### src/rtl/sseg_scan.sv
// =============================================================================
// Module   : sseg_scan
// Brief    : Frame-latched scan driver for a 4-digit common-anode 7-seg display
// Revision : 1.0 - initial release
// =============================================================================
`default_nettype none

module sseg_scan #(
    parameter int REFRESH_DIV = 50000,
    parameter int BLANK_CYC   = 500
) (
    input  logic        clk,
    input  logic        rst_n,
    input  logic [15:0] value,
    input  logic [3:0]  dp,
    input  logic [3:0]  blank,
    output logic [7:0]  sseg,
    output logic [3:0]  en_dig,
    output logic        frame_tick
);

    localparam int                 CNT_W       = (REFRESH_DIV > 1) ? $clog2(REFRESH_DIV) : 1;
    localparam logic [CNT_W-1:0]   C_CNT_MAX   = CNT_W'(REFRESH_DIV - 1);
    localparam logic [CNT_W-1:0]   C_BLANK_END = CNT_W'(BLANK_CYC);

    logic [CNT_W-1:0] cnt_q,   cnt_d;
    logic [1:0]       idx_q,   idx_d;
    logic [15:0]      value_s_q;
    logic [3:0]       dp_s_q;
    logic [3:0]       blank_s_q;
    logic [7:0]       sseg_q,  sseg_d;
    logic [3:0]       en_q,    en_d;
    logic             tick_q,  tick_d;
    logic             load;
    logic [3:0]       nibble;

    // Active-high {g,f,e,d,c,b,a} glyphs for hex digits.
    function automatic logic [6:0] font(input logic [3:0] n);
        logic [6:0] f;
        case (n)
            4'h0: f = 7'h3F;
            4'h1: f = 7'h06;
            4'h2: f = 7'h5B;
            4'h3: f = 7'h4F;
            4'h4: f = 7'h66;
            4'h5: f = 7'h6D;
            4'h6: f = 7'h7D;
            4'h7: f = 7'h07;
            4'h8: f = 7'h7F;
            4'h9: f = 7'h6F;
            4'hA: f = 7'h77;
            4'hB: f = 7'h7C;
            4'hC: f = 7'h39;
            4'hD: f = 7'h5E;
            4'hE: f = 7'h79;
            default: f = 7'h71;
        endcase
        return f;
    endfunction

    always_comb begin
        load = (cnt_q == '0) && (idx_q == 2'd0);
        if (cnt_q == C_CNT_MAX) begin
            cnt_d = '0;
            idx_d = idx_q + 2'd1;
        end else begin
            cnt_d = cnt_q + CNT_W'(1);
            idx_d = idx_q;
        end
    end

    // Outputs use the shadow copy only; the shadow changes while the
    // blank window is active, so no digit ever shows a mixed frame.
    always_comb begin
        nibble = value_s_q[{idx_q, 2'b00} +: 4];
        tick_d = load;
        if (cnt_q < C_BLANK_END) begin
            en_d   = 4'hF;
            sseg_d = 8'hFF;
        end else if (blank_s_q[idx_q]) begin
            en_d   = ~(4'b0001 << idx_q);
            sseg_d = 8'hFF;
        end else begin
            en_d   = ~(4'b0001 << idx_q);
            sseg_d = {~dp_s_q[idx_q], ~font(nibble)};
        end
    end

    always_ff @(posedge clk or negedge rst_n) begin
        if (!rst_n) begin
            cnt_q     <= '0;
            idx_q     <= 2'd0;
            value_s_q <= 16'h0000;
            dp_s_q    <= 4'h0;
            blank_s_q <= 4'h0;
            sseg_q    <= 8'hFF;
            en_q      <= 4'hF;
            tick_q    <= 1'b0;
        end else begin
            cnt_q  <= cnt_d;
            idx_q  <= idx_d;
            sseg_q <= sseg_d;
            en_q   <= en_d;
            tick_q <= tick_d;
            if (load) begin
                value_s_q <= value;
                dp_s_q    <= dp;
                blank_s_q <= blank;
            end
        end
    end

    assign sseg       = sseg_q;
    assign en_dig     = en_q;
    assign frame_tick = tick_q;

endmodule

`default_nettype wire
### config.mk
export PLATFORM = sky130hd
export DESIGN_NAME = sseg_scan
export DESIGN_NICKNAME = d
export VERILOG_FILES = /design/src/rtl/sseg_scan.sv
export SDC_FILE = /design/constraint.sdc
export NUM_CORES = 1
export LEC_CHECK = 0
export ABC_CLOCK_PERIOD_IN_PS = 3000
export CAP_MARGIN = 30
export CELL_PAD_IN_SITES_DETAIL_PLACEMENT = 1
export CELL_PAD_IN_SITES_GLOBAL_PLACEMENT = 2
export CORE_ASPECT_RATIO = 1.2
export CORE_MARGIN = 2
export CORE_UTILIZATION = 36
export DETAILED_ROUTE_END_ITERATION = 8
export PLACE_DENSITY = 0.8
export RECOVER_POWER = 50
export SLEW_MARGIN = 25
export SYNTH_ARGS = -nofsm -noshare
export SYNTH_HDL_FRONTEND = slang
export SYNTH_SLANG_ARGS = --single-unit
### constraint.sdc
create_clock -name clk -period 3 [get_ports clk]
set_clock_uncertainty 0.05 [all_clocks]
set_input_delay 0.3 -clock clk [delete_from_list [all_inputs] [get_ports clk]]
set_output_delay 0.3 -clock clk [all_outputs]
set_load 0.02 [all_outputs]
==> results of run 1 <==
-- kinds of logic (layout without fill, tap and decap cells) --
| logic type | after synthesis | after routing | synth area share |
|---|---|---|---|
| compound gates | 23 | 23 | 0.05585 |
| flops | 55 | 55 | 0.5308 |
| simple gates | 57 | 57 | 0.1107 |
| fa+ha+maj | 12 | 12 | 0.05728 |
| buf+inv | 19 | 63 | 0.03341 |
| xor+xnor | 13 | 13 | 0.04344 |
| mux | 36 | 36 | 0.1685 |
-- per-layer routing --
layer | track usage | vias to the layer above | wire [µm]
met5 | 0 | - | 0
met4 | 0.04615 | 0 | 57
met3 | 0.03067 | 4 | 163
met2 | 0.2245 | 34 | 2611
met1 | 0.2036 | 868 | 2442
li1 | - | 838 | -
-- power by group --
part / total (mW) / switching [mW] / internal [mW]
registers: 0.766 / 0.00805 / 0.758
clock network: 0.431 / 0.263 / 0.168
logic: 0.105 / 0.0464 / 0.0582
-- critical path: stages, from the launching register on --
cell and delay, ns:
dfrtp_1 0.42, or4_1 0.55, or4_4 0.46, nor4_4 0.23, buf_4 0.34, mux2_2 0.37
-- layout make-up --
| class | instances | area (µm²) | area share |
|---|---|---|---|
| inverters | 11 | 41.29 | 0.01286 |
| clock buffers | 5 | 68.82 | 0.02143 |
| flip-flops and latches | 55 | 1391 | 0.4334 |
| clock inverters | 3 | 23.77 | 0.007405 |
| well taps | 90 | 112.6 | 0.03507 |
| repair buffers | 44 | 430.4 | 0.1341 |
| multi-input cells | 141 | 1142 | 0.3558 |
-- metrics by stage --
| stage | util | cell area, µm² |
|---|---|---|
| floorplan | - | 2621 |
| finish | 0.4492 | 3211 |
| CTS | 0.4499 | 3216 |
| detailed placement | 0.4356 | 3113 |
| global route | 0.4492 | 3211 |
| global placement | 0.4328 | 3093 |
-- timing repair --
action	in CTS	in global routing
endpoints found under the hold margin	14	0
endpoints found under the setup margin	0	0
hold buffers	1	0
-- layout by cell type, fill, tap and decap left out, drive strengths merged, types with 6 or more instances in the layout --
master         instances
clkdlybuf4s50         36
mux2                  25
a21oi                  7
clkbuf                 7
mux2i                  7
dfstp                 12
nand4                  6
inv                   12
nand2                 15
dfrtp                 43
nand3                  6
xnor2                  8
ha                    12
nor2                  16
-- flip-flops by register name (all words and copies together) (netlist names) --
name        cells
value_s_q      16
sseg            8
dp_s_q          4
idx_q           2
cnt_q          16
frame_tick      1
en_dig          4
blank_s_q       4
-- worst min path at each step --
stage,startpoint,end,cells past startpoint
final,cnt_q[0],cnt_q[0],1
after global routing,cnt_q[0],cnt_q[0],1
after CTS,rst_n,cnt_q[10],2
after detailed placement,rst_n,cnt_q[13],1
after global placement,cnt_q[0],cnt_q[0],1
after floorplan,rst_n,blank_s_q[0],0
==> results.py, run 1 <==
metrics = {
    "clocking": {
        "clk_latency_ns": 0.32,
        "clockRootBuffer": "clkbuf_8",
        "clk_path_buf_depth": 2,
        "cts-htree-levels": 2,
        "clock-sinks": 55,
        "cts_resized": 0,
        "cts_tree": "done",
        "post_cts_buffers": 0,
        "clk_pin_slew_ns": 0.09,
        "cts_buffers": 5,
    },
    "placement": {
        "placed_cells": 340,
        "dp_slack_ns": 0.4479,
        "port_buffers": 38,
        "place.gp.congestion": 0.7589,
        "dp_hpwl_um": 3898,
    },
    "sta": {
        "drv_slew": 0,
        "setup_viol": 0,
        "rsz0062_at_grt": "no",
        "tns_ns": 0,
        "worst_slack_ns": 0.4559,
        "period_minus_slack_ns": 2.544,
        "max_freq_mhz": 393.1,
        "slew_headroom": 0.3743,
        "max_slew.worst_pin.slew_ns": 0.9385,
        "post-route-period-util": 0.8480,
        "hold_viol_final": 0,
        "holdWs_ns": 0.4398,
    },
    "run": {
        "cap_violations": 0,
    },
    "logic_synthesis": {
        "synth.avg_cell_area_um2": 12.19,
        "yosys.area.top_type_share": 0.4105,
        "synth_common_cells": "dfrtp_1 (43), mux2_2 (25), nor2_1 (16)",
        "ys.flop_type": "dfrtp_1",
        "synth_edf_count": 0,
        "synth.distinct_cells": 35,
        "yosysSeqAreaShare": 0.5308,
        "ys_ff_latch": 55,
        "syn-cell-area_mm2": 0.002621,
        "yosys-top-cells-area": "dfrtp_1 (41%), dfstp_2 (12%), mux2_2 (11%)",
        "async_flop_share": 1.000,
        "synthCells": 215,
        "synth_top_cell_by_area": "dfrtp_1",
        "syn_nets": 253,
        "yosys.cell_count.top_type": "dfrtp_1",
        "yosys_warnings": 0,
    },
    "global_routing": {
        "grt_max_degree": 31,
        "antenna_found_initial": 0,
        "grt_first_pass_wirelength_um": 8970,
        "grt-ovfl-total": 0,
        "first_global_vias": 1821,
        "grtUsageTotal": 0.1457,
    },
    "pwr": {
        "p_per_area_mw_per_mm2": 405.4,
        "leakage_nw": 1.322,
        "power.total_mw": 1.302,
        "ir_worst_vdd_v": 0.0002130,
    },
    "die": {
        "start_util": 0.3668,
        "coreArea_mm2": 0.007147,
        "chipWidth_um": 81.90,
        "die_h_um": 97.48,
        "num_io_pins": 39,
        "dieArea_mm2": 0.007983,
        "rows": 34,
    },
    "drt": {
        "vias": 1744,
        "wl_per_cell_um": 15.11,
        "drt_iter0_markers": 46,
        "drtPass1Iterations": 4,
        "totalWireLength_um": 5275,
        "drc": 0,
        "drtAntennaViolNets": 0,
        "avgViaCountPerCell": 4.997,
    },
    "layout": {
        "diodes": 0,
        "syn_to_final_growth_pct": 22.48,
        "final_cells": 349,
        "fill_cells": 775,
        "drive_gt1_frac": 0.2162,
        "nets": 296,
    },
    "worst_setup_path": {
        "critPathRequiredTime_ns": 3.15,
        "crit_type": "register to register",
        "cp-end-kind": "register",
        "r2r_cells": 5,
        "cp_max_fo": 24,
        "cp-startpoint": "cnt_q[12]",
        "crit_path_end": "blank_s_q[2]",
        "r2r_setup_slack_ns": 0.46,
        "reg2reg_from": "cnt_q[12]",
        "r2r-end": "blank_s_q[2]",
        "startpoint_type": "register",
        "crit_arrival_ns": 2.69,
    },
    "status": {
        "status": "finished clean",
    },
    "worst_hold_path": {
        "hold_class": "register to register",
    },
}
(Power assumes the default switching activity.)
==> inputs of run 2 (changes only) <==
--- a/config.mk
+++ b/config.mk
@@ -5,7 +5,7 @@
 export SDC_FILE = /design/constraint.sdc
 export NUM_CORES = 1
 export LEC_CHECK = 0
-export ABC_CLOCK_PERIOD_IN_PS = 3000
+export ABC_CLOCK_PERIOD_IN_PS = 2400
 export CAP_MARGIN = 30
 export CELL_PAD_IN_SITES_DETAIL_PLACEMENT = 1
 export CELL_PAD_IN_SITES_GLOBAL_PLACEMENT = 2
==> constraint.sdc (replaced) <==
create_clock -name clk -period 2.4 [get_ports clk]
set_clock_uncertainty 0.05 [all_clocks]
set_input_delay 0.24 -clock clk [delete_from_list [all_inputs] [get_ports clk]]
set_output_delay 0.24 -clock clk [all_outputs]
set_load 0.02 [all_outputs]
==> run 2 against run 1 <==
Effect of this change: cell area is 1.7% higher; count of clock-buffer cells in the layout is 1 higher; largest cell class unchanged; setup slack worse by 0.39 ns; critical path type unchanged; combinational power is 24% higher; total power is 23% higher; maximum frequency is 8.8% higher; routed wire length is 6.0% higher; sequential power is 25% higher; sequential share of layout area is 0.68 points lower; first-iteration DRC count is 54% higher; critical path depth stayed put; critical endpoint is now value_s_q[14]; register-to-register slack worse by 0.39 ns.
==> results.py, run 2 (synthesis gave the netlist of run 1 again) <==
metrics = {
    "layout": {
        "nets": 302,
        "final_cell_mix": "dfrtp_1 (42), clkdlybuf4s50_1 (37), mux2_2 (23)",
        "diodes": 0,
        "final_common_cell": "dfrtp_1",
        "syn_to_final_growth_pct": 24.53,
        "drive_gt1_frac": 0.2491,
    },
    "sta": {
        "max_slew.worst_pin.slew_ns": 1.357,
        "hold_viol_final": 0,
        "tns_ns": 0,
        "rsz0062_at_grt": "yes",
        "drv_slew": 0,
        "post-route-period-util": 0.9741,
        "max_freq_mhz": 427.8,
        "slew_headroom": 0.09532,
        "holdWs_ns": 0.2744,
        "period_minus_slack_ns": 2.338,
        "setup_viol": 0,
    },
    "global_routing": {
        "grtUsageTotal": 0.1546,
        "grt_first_pass_wirelength_um": 9397,
        "grt-ovfl-total": 0,
        "grt_max_degree": 56,
        "first_global_vias": 1889,
        "antenna_found_initial": 0,
    },
    "clocking": {
        "cts_buffers": 5,
        "cts-htree-levels": 2,
        "clock-sinks": 55,
        "clk_path_buf_depth": 2,
        "post_cts_buffers": 0,
        "cts_tree": "done",
        "clk_latency_ns": 0.30,
        "cts_hold_buf": 0,
        "clk_pin_slew_ns": 0.10,
        "clockRootBuffer": "clkbuf_8",
    },
    "worst_setup_path": {
        "startpoint_type": "register",
        "cp_slowest_stage_delay_ns": 0.52,
        "critPathRequiredTime_ns": 2.54,
        "crit_arrival_ns": 2.48,
        "crit_chain": "or4_4 -> or4_4 -> nor4_4 -> buf_12 -> mux2_2",
        "crit_type": "register to register",
        "r2r_cells": 5,
        "cp_max_fo": 24,
        "r2r_setup_slack_ns": 0.06,
        "worst_path_most_repeated_cell": "or4_4",
        "worst_path_max_delay_cell": "or4_4",
        "cp-end-kind": "register",
        "crit_buf_inv": 1,
        "crit_cells": 5,
        "crit_family": "simple AND/OR/NAND/NOR gates",
    },
    "die": {
        "rows": 34,
        "die_h_um": 97.48,
        "start_util": 0.3668,
        "coreArea_mm2": 0.007147,
        "chipWidth_um": 81.90,
        "dieArea_mm2": 0.007983,
        "num_io_pins": 39,
    },
    "placement": {
        "place.gp.congestion": 0.8218,
        "port_buffers": 38,
        "dp_hpwl_um": 4162,
    },
    "drt": {
        "drt_iter0_markers": 71,
        "drtPass1Iterations": 4,
        "vias": 1780,
        "totalWireLength_um": 5593,
        "drtAntennaViolNets": 0,
        "avgViaCountPerCell": 5.014,
        "wl_per_cell_um": 15.75,
        "drc": 0,
    },
    "status": {
        "status": "finished clean",
    },
    "pwr": {
        "ir_worst_vdd_v": 0.0002178,
        "p_per_area_mw_per_mm2": 492.1,
        "leakage_nw": 1.358,
    },
    "run": {
        "cap_violations": 0,
    },
    "worst_hold_path": {
        "hold_class": "input pin to async pin",
    },
}
-- run 2: cell types whose count changed in the layout (fill, tap and decap cells not counted), sizes merged --
cell,previous run,this run
clkdlybuf4s50,36,37
clkinvlp,2,1
dlygate4sd3,2,0
buf,4,12
-- run 2: cell type report --
cell class,count,area (µm²)
multi-input cells,141,1154
repair buffers,50,475.5
well taps,90,112.6
clock inverters,2,16.27
clock buffers,6,72.57
inverters,11,41.29
flip-flops and latches,55,1393
fillers,780,3882
-- run 2: repair_timing --
| item | CTS | global route |
|---|---|---|
| resized for setup | 0 | 5 |
| hold endpoints to repair | 0 | 0 |
| setup endpoints to repair | 0 | 26 |
-- run 2: where the power goes --
part / total, mW / internal (mW) / leakage, nW / switching, mW
logic: 0.130 / 0.0728 / 0.661 / 0.0576
clock network: 0.518 / 0.210 / 0.0418 / 0.307
registers: 0.958 / 0.948 / 0.655 / 0.0105
-- run 2: stage by stage --
stage	cells	utilization	area, µm²	total power, mW	setup slack (ns)
final	355	0.4568	3264	1.606	0.06220
after CTS	355	0.4554	3254	1.642	0.02823
after global routing	355	0.4568	3264	1.687	-0.008919
after global placement	347	0.4429	3166	1.104	0.08983
after detailed placement	347	0.4429	3166	1.109	0.04676
after floorplan	215	-	2621	1.026	0.02789
-- run 2: routing by layer --
| layer | up-vias | share of wire | track usage |
|---|---|---|---|
| li1 | 847 | - | - |
| met1 | 901 | 0.45 | 0.2082 |
| met2 | 28 | 0.50 | 0.2495 |
| met3 | 4 | 0.033 | 0.02974 |
| met4 | 0 | 0.010 | 0.04615 |
| met5 | - | 0 | 0 |
-- run 2: worst paths after layout --
kind                            from             to
setup / recovery           cnt_q[13]  value_s_q[14]
min in group clk            cnt_q[0]       cnt_q[0]
hold reg to reg             cnt_q[0]       cnt_q[0]
setup reg to reg           cnt_q[13]  value_s_q[14]
max in group asynchronous      rst_n       idx_q[0]
hold / removal                 rst_n      cnt_q[11]
==> patch 1 (flow settings as in run 2) <==
`REFRESH_DIV`: 50000 -> 25000.
--- a/src/rtl/sseg_scan.sv
+++ b/src/rtl/sseg_scan.sv
@@ -6,7 +6,7 @@
 `default_nettype none
 
 module sseg_scan #(
-    parameter int REFRESH_DIV = 50000,
+    parameter int REFRESH_DIV = 25000,
     parameter int BLANK_CYC   = 500
 ) (
     input  logic        clk,
Formal check against the unedited RTL: no difference found for any inputs over 10 cycles, from zero or initial values and one cycle with rst_n low; that may be too few to reach the edited logic, so the function may still have changed.
==> patch 1 against run 2 <==
Setup slack improved by 0.19 ns. Final area fell by 1.8%. Sequential cell count decreased by 1. Power down 1.2%. Largest cell class unchanged. Area after synthesis increased by 0.62%. Utilization fell by 1.1 points. Combinational power fell by 3%. Routed wire length is 6.8% lower.
==> patch 1: results (changes against run 2) <==
GR-USAGE-MET1=0.172  # -0.0362
SIGNAL_BUFFER_AREA_FRACTION=0.139  # -0.00664
MET3ROUTEDLENGTH_UM=135  # -26%
TIMING.CRITICAL_PATH.FANOUT_MAX=6  # -75%
COMB.MULTI_INPUT.COUNT=139  # -1.4%
GP_CONGESTION=0.812  # -1.2%
FIRST_GLOBAL_VIAS=1823  # -3.5%
NONCLOCKBUFFERCOUNT=46  # -8.0%
CRITPATHARRIVALTIME_NS=2.33  # -0.15 ns
POST_SYNTH_MOST_FREQUENT_CELLS='42 x sky130_fd_sc_hd__dfrtp_1, 28 x sky130_fd_sc_hd__mux2_2, 16 x sky130_fd_sc_hd__nand2_1, 12 x sky130_fd_sc_hd__dfstp_2, 12 x sky130_fd_sc_hd__ha_1'
DP_HPWL_UM=3970  # -4.7%
SYNTHESIS.AREA_PER_INSTANCE_SQ_UM=12.5  # +2.5%
GRT_START_MAX_NET_PINS=55  # -1.8%
CP_SLOWEST_CELL='sky130_fd_sc_hd__mux4_2'
CLK-POWER_uW=519  # about the same
STATUS='finished, final reports clean'
CRITICAL_PATH.STARTPOINT='idx_q[0]'
FINAL_NETS=292  # -3.3%
GRT_UTIL_MET3=0.0305  # +0.000759
REG2REGPATHDEPTH=7  # +2
WORST-SLEW-PIN-TRANSITION_NS=1.30  # -0.0531 ns
MET2_WIRELENGTH_UM=2860  # +1.3%
ROUTE.DETAILED.WL_PER_INST_UM=15.1  # -4.1%
N_FILL_CELL=756  # -3.1%
VDD.IR_DROP.WORST_mV=0.295  # +35%
CTS.SINK_COUNT=54  # -1.8%
DR.PASS1.ITERS=2  # -2
SLOWEST_DELAY_NS=0.59  # +0.07 ns
CTS_BUFFER_DEPTH=2  # unchanged
FIRST_PASS_GRT_WIRE_LENGTH_UM=8690  # -7.6%
CRIT_FAMILY='multiplexers'
SEQ_AREA_FRAC_SYNTH=0.518  # -0.0128
DRIVE_GT1_FRAC=0.243  # -0.00592
FF_LATCH_AREA_SQ_UM=1370  # -1.9%
ROUTE.DETAILED.VIAS_PER_INST=5.04  # +0.59%
WL_MET1_UM=2170  # -14%
INVERTERS=8  # -3
MULTI_INPUT_COMB_AREA_SQ_UM=1160  # +0.54%
LEADING_POST_SYNTHESIS_CELLS_BY_CELL_AREA='sky130_fd_sc_hd__dfrtp_1 40%, sky130_fd_sc_hd__dfstp_2 12%, sky130_fd_sc_hd__mux2_2 12%'
CELLLEAKAGEPOWER_uW=0.00130  # -3.9%
GLOBALROUTETOTALUTIL=0.142  # -0.0130
GLOBALROUTEMET2UTIL=0.251  # +0.00125
NUMBER_OF_BUFFERS_CREATED_BY_CTS=5  # unchanged
SYNTH_FP_NETS=249  # -1.6%
DETAIL_ROUTE.ITER0.VIOLATIONS=37  # -48%
NETSWITCHINGPOWER_uW=350  # -6.7%
CLOCK_BUFFERS=8  # +2
## patch 1: per-stage QoR
step,util,hold WS (ns),setup WS [ns],total power [uW],instances
floorplan,-,-0.106,0.347,1010,211
detailed placement,0.434,0.366,0.263,1090,337
global route,0.446,0.365,0.0435,1670,345
CTS,0.447,0.0255,0.255,1620,345
global placement,0.434,0.359,0.338,1090,337
finish,0.446,0.243,0.255,1590,345
## patch 1: cells by family after synthesis
group,after synthesis,synth area share
flip-flops,54,0.518
XOR/XNOR,14,0.0465
AND/OR/NAND/NOR,58,0.117
multiplexers,37,0.177
adder cells (fa/ha/maj),12,0.0569
buffers and inverters,18,0.0403
AO/OA/AOI/OAI,18,0.0441
## patch 1: final timing paths
kind	to	slack, ns
worst max register to register	sseg[0]	0.25
worst max-delay path	sseg[0]	0.25
worst min register to register	cnt_q[0]	0.45
max in group asynchronous	cnt_q[1]	1.27
worst min-delay path	dp_s_q[1]	0.24
min in group clk	cnt_q[0]	0.45
==> patch 2 (settings of run 2) <==
Made on the original files. Add an input register stage for `value`, `dp` and `blank`; this delays them by one clock.
--- a/src/rtl/sseg_scan.sv
+++ b/src/rtl/sseg_scan.sv
@@ -22,6 +22,16 @@
     localparam int                 CNT_W       = (REFRESH_DIV > 1) ? $clog2(REFRESH_DIV) : 1;
     localparam logic [CNT_W-1:0]   C_CNT_MAX   = CNT_W'(REFRESH_DIV - 1);
     localparam logic [CNT_W-1:0]   C_BLANK_END = CNT_W'(BLANK_CYC);
+
+    logic [15:0] value_q;
+    logic [3:0] dp_q;
+    logic [3:0] blank_q;
+
+    always_ff @(posedge clk) begin
+        value_q <= value;
+        dp_q    <= dp;
+        blank_q <= blank;
+    end
 
     logic [CNT_W-1:0] cnt_q,   cnt_d;
     logic [1:0]       idx_q,   idx_d;
@@ -103,9 +113,9 @@
             en_q   <= en_d;
             tick_q <= tick_d;
             if (load) begin
-                value_s_q <= value;
-                dp_s_q    <= dp;
-                blank_s_q <= blank;
+                value_s_q <= value_q;
+                dp_s_q    <= dp_q;
+                blank_s_q <= blank_q;
             end
         end
     end
Function: same outputs for any inputs over 10 cycles, from zero or initial values and one cycle with rst_n low; that may be too few to reach the edited logic, so the function may still have changed.
==> patch 2 against run 2 <==
First-iteration DRC count is 37% lower. Cell count is 15% higher. Worst hold slack better by 0.10 ns. Area after synthesis is 23% higher. Final area is 22% higher. Sequential power is 45% higher. Via count is 7.0% higher. Routed wire length is 9.0% higher. Power is 62% higher. Count of clock-buffer cells in the layout is 4 higher. Sequential cell count is 24 higher. Critical endpoint is now blank_s_q[1]. Setup slack better by 0.15 ns. Clock power is 110% higher. Largest cell class unchanged. Maximum frequency is 7.0% higher.
==> patch 2: results (changes against run 2) <==
WL_MET1_UM=2770  # +9.2%
SLOWEST_DELAY_NS=0.58  # +0.06 ns
VDD.IR_DROP.WORST_mV=0.264  # +21%
PLACED_CELLS_INCL_TAPS=391  # +13%
STATUS='finished, final reports clean'
HOLD_PATH.CLASS='input pin to register'
FIRST_GLOBAL_VIAS=2103  # +11%
FINAL_NETS=324  # +7.3%
SYNTH_ADDER_AREA_SHARE=0.0466  # -0.0106
MET2_WIRELENGTH_UM=2990  # +6.2%
SYNTH.AREA.MUX_SHARE=0.167  # -0.00176
SYNTH-XOR-AREA-SHARE=0.0408  # -0.00263
CLK_TRANSITION_REPORTED_PATHS_NS=0.08  # -0.02 ns
PRE_CTS_WS_NS=0.106  # +0.0595 ns
ROUTE.DETAILED.VIAS_PER_INST=4.67  # -6.9%
FINAL.HOLD.WORST_SLACK_NS=0.375  # +0.101 ns
MIN_PERIOD_OVER_PERIOD=0.911  # -0.0636
LEADING_POST_SYNTHESIS_CELLS_BY_CELL_AREA='sky130_fd_sc_hd__dfrtp_1 33%, sky130_fd_sc_hd__dfxtp_1 15%, sky130_fd_sc_hd__dfstp_2 9.8%'
ASYNC_FLOP_SHARE=0.696  # -0.304
CELLLEAKAGEPOWER_uW=0.00171  # +26%
SYNTHCELLS=235  # +9.3%
FIRST_PASS_GRT_WIRE_LENGTH_UM=10700  # +13%
SYNTH_COMPOUND_GATE_AREA_SHARE=0.0350  # -0.0209
GP_CONGESTION=0.752  # -8.5%
SYNTH_FP_NETS=273  # +7.9%
DP_HPWL_UM=4340  # +4.2%
NUMBER_OF_BUFFERS_CREATED_BY_CTS=9  # +4
POWER_REPORT.INTERNAL_TOTAL_uW=2030  # +65%
DETAIL_ROUTE.ITER0.VIOLATIONS=45  # -37%
GLOBALROUTEMET2UTIL=0.231  # -0.0186
VIA_COUNT=1905  # +7.0%
R2R-START='cnt_q[11]'
MET3ROUTEDLENGTH_UM=200  # +9.9%
[patch 2: kinds of logic (layout without fill, tap and decap cells)]
group / after synthesis / count (layout)
multiplexers: 38 / 38
AND/OR/NAND/NOR: 57 / 57
buffers and inverters: 17 / 73
flip-flops: 79 / 79
XOR/XNOR: 15 / 15
adder cells (fa/ha/maj): 12 / 12
AO/OA/AOI/OAI: 17 / 17
[patch 2: layout make-up]
cell class	count	area, sq um
multi-input combinational	139	1240
fill	912	4680
tap	117	146
clock inverter	6	93.8
clock buffer	10	128
sequential	79	1870
timing repair buffer	48	463
inverter	9	33.8
[patch 2: per-stage QoR]
stage,area (sq um),util
2_1_floorplan,3220,-
3_3_place_gp,3750,0.433
3_5_place_dp,3750,0.433
4_1_cts,3980,0.460
5_1_grt,3980,0.460
6_report,3980,0.460
[patch 2: what timing repair did]
item / 4_1_cts / 5_1_grt
hold buffers: 1 / 0
endpoints found under the hold margin: 43 / 0
setup buffers: 0 / 0
setup endpoints to repair: 0 / 1
gates resized for setup: 0 / 2
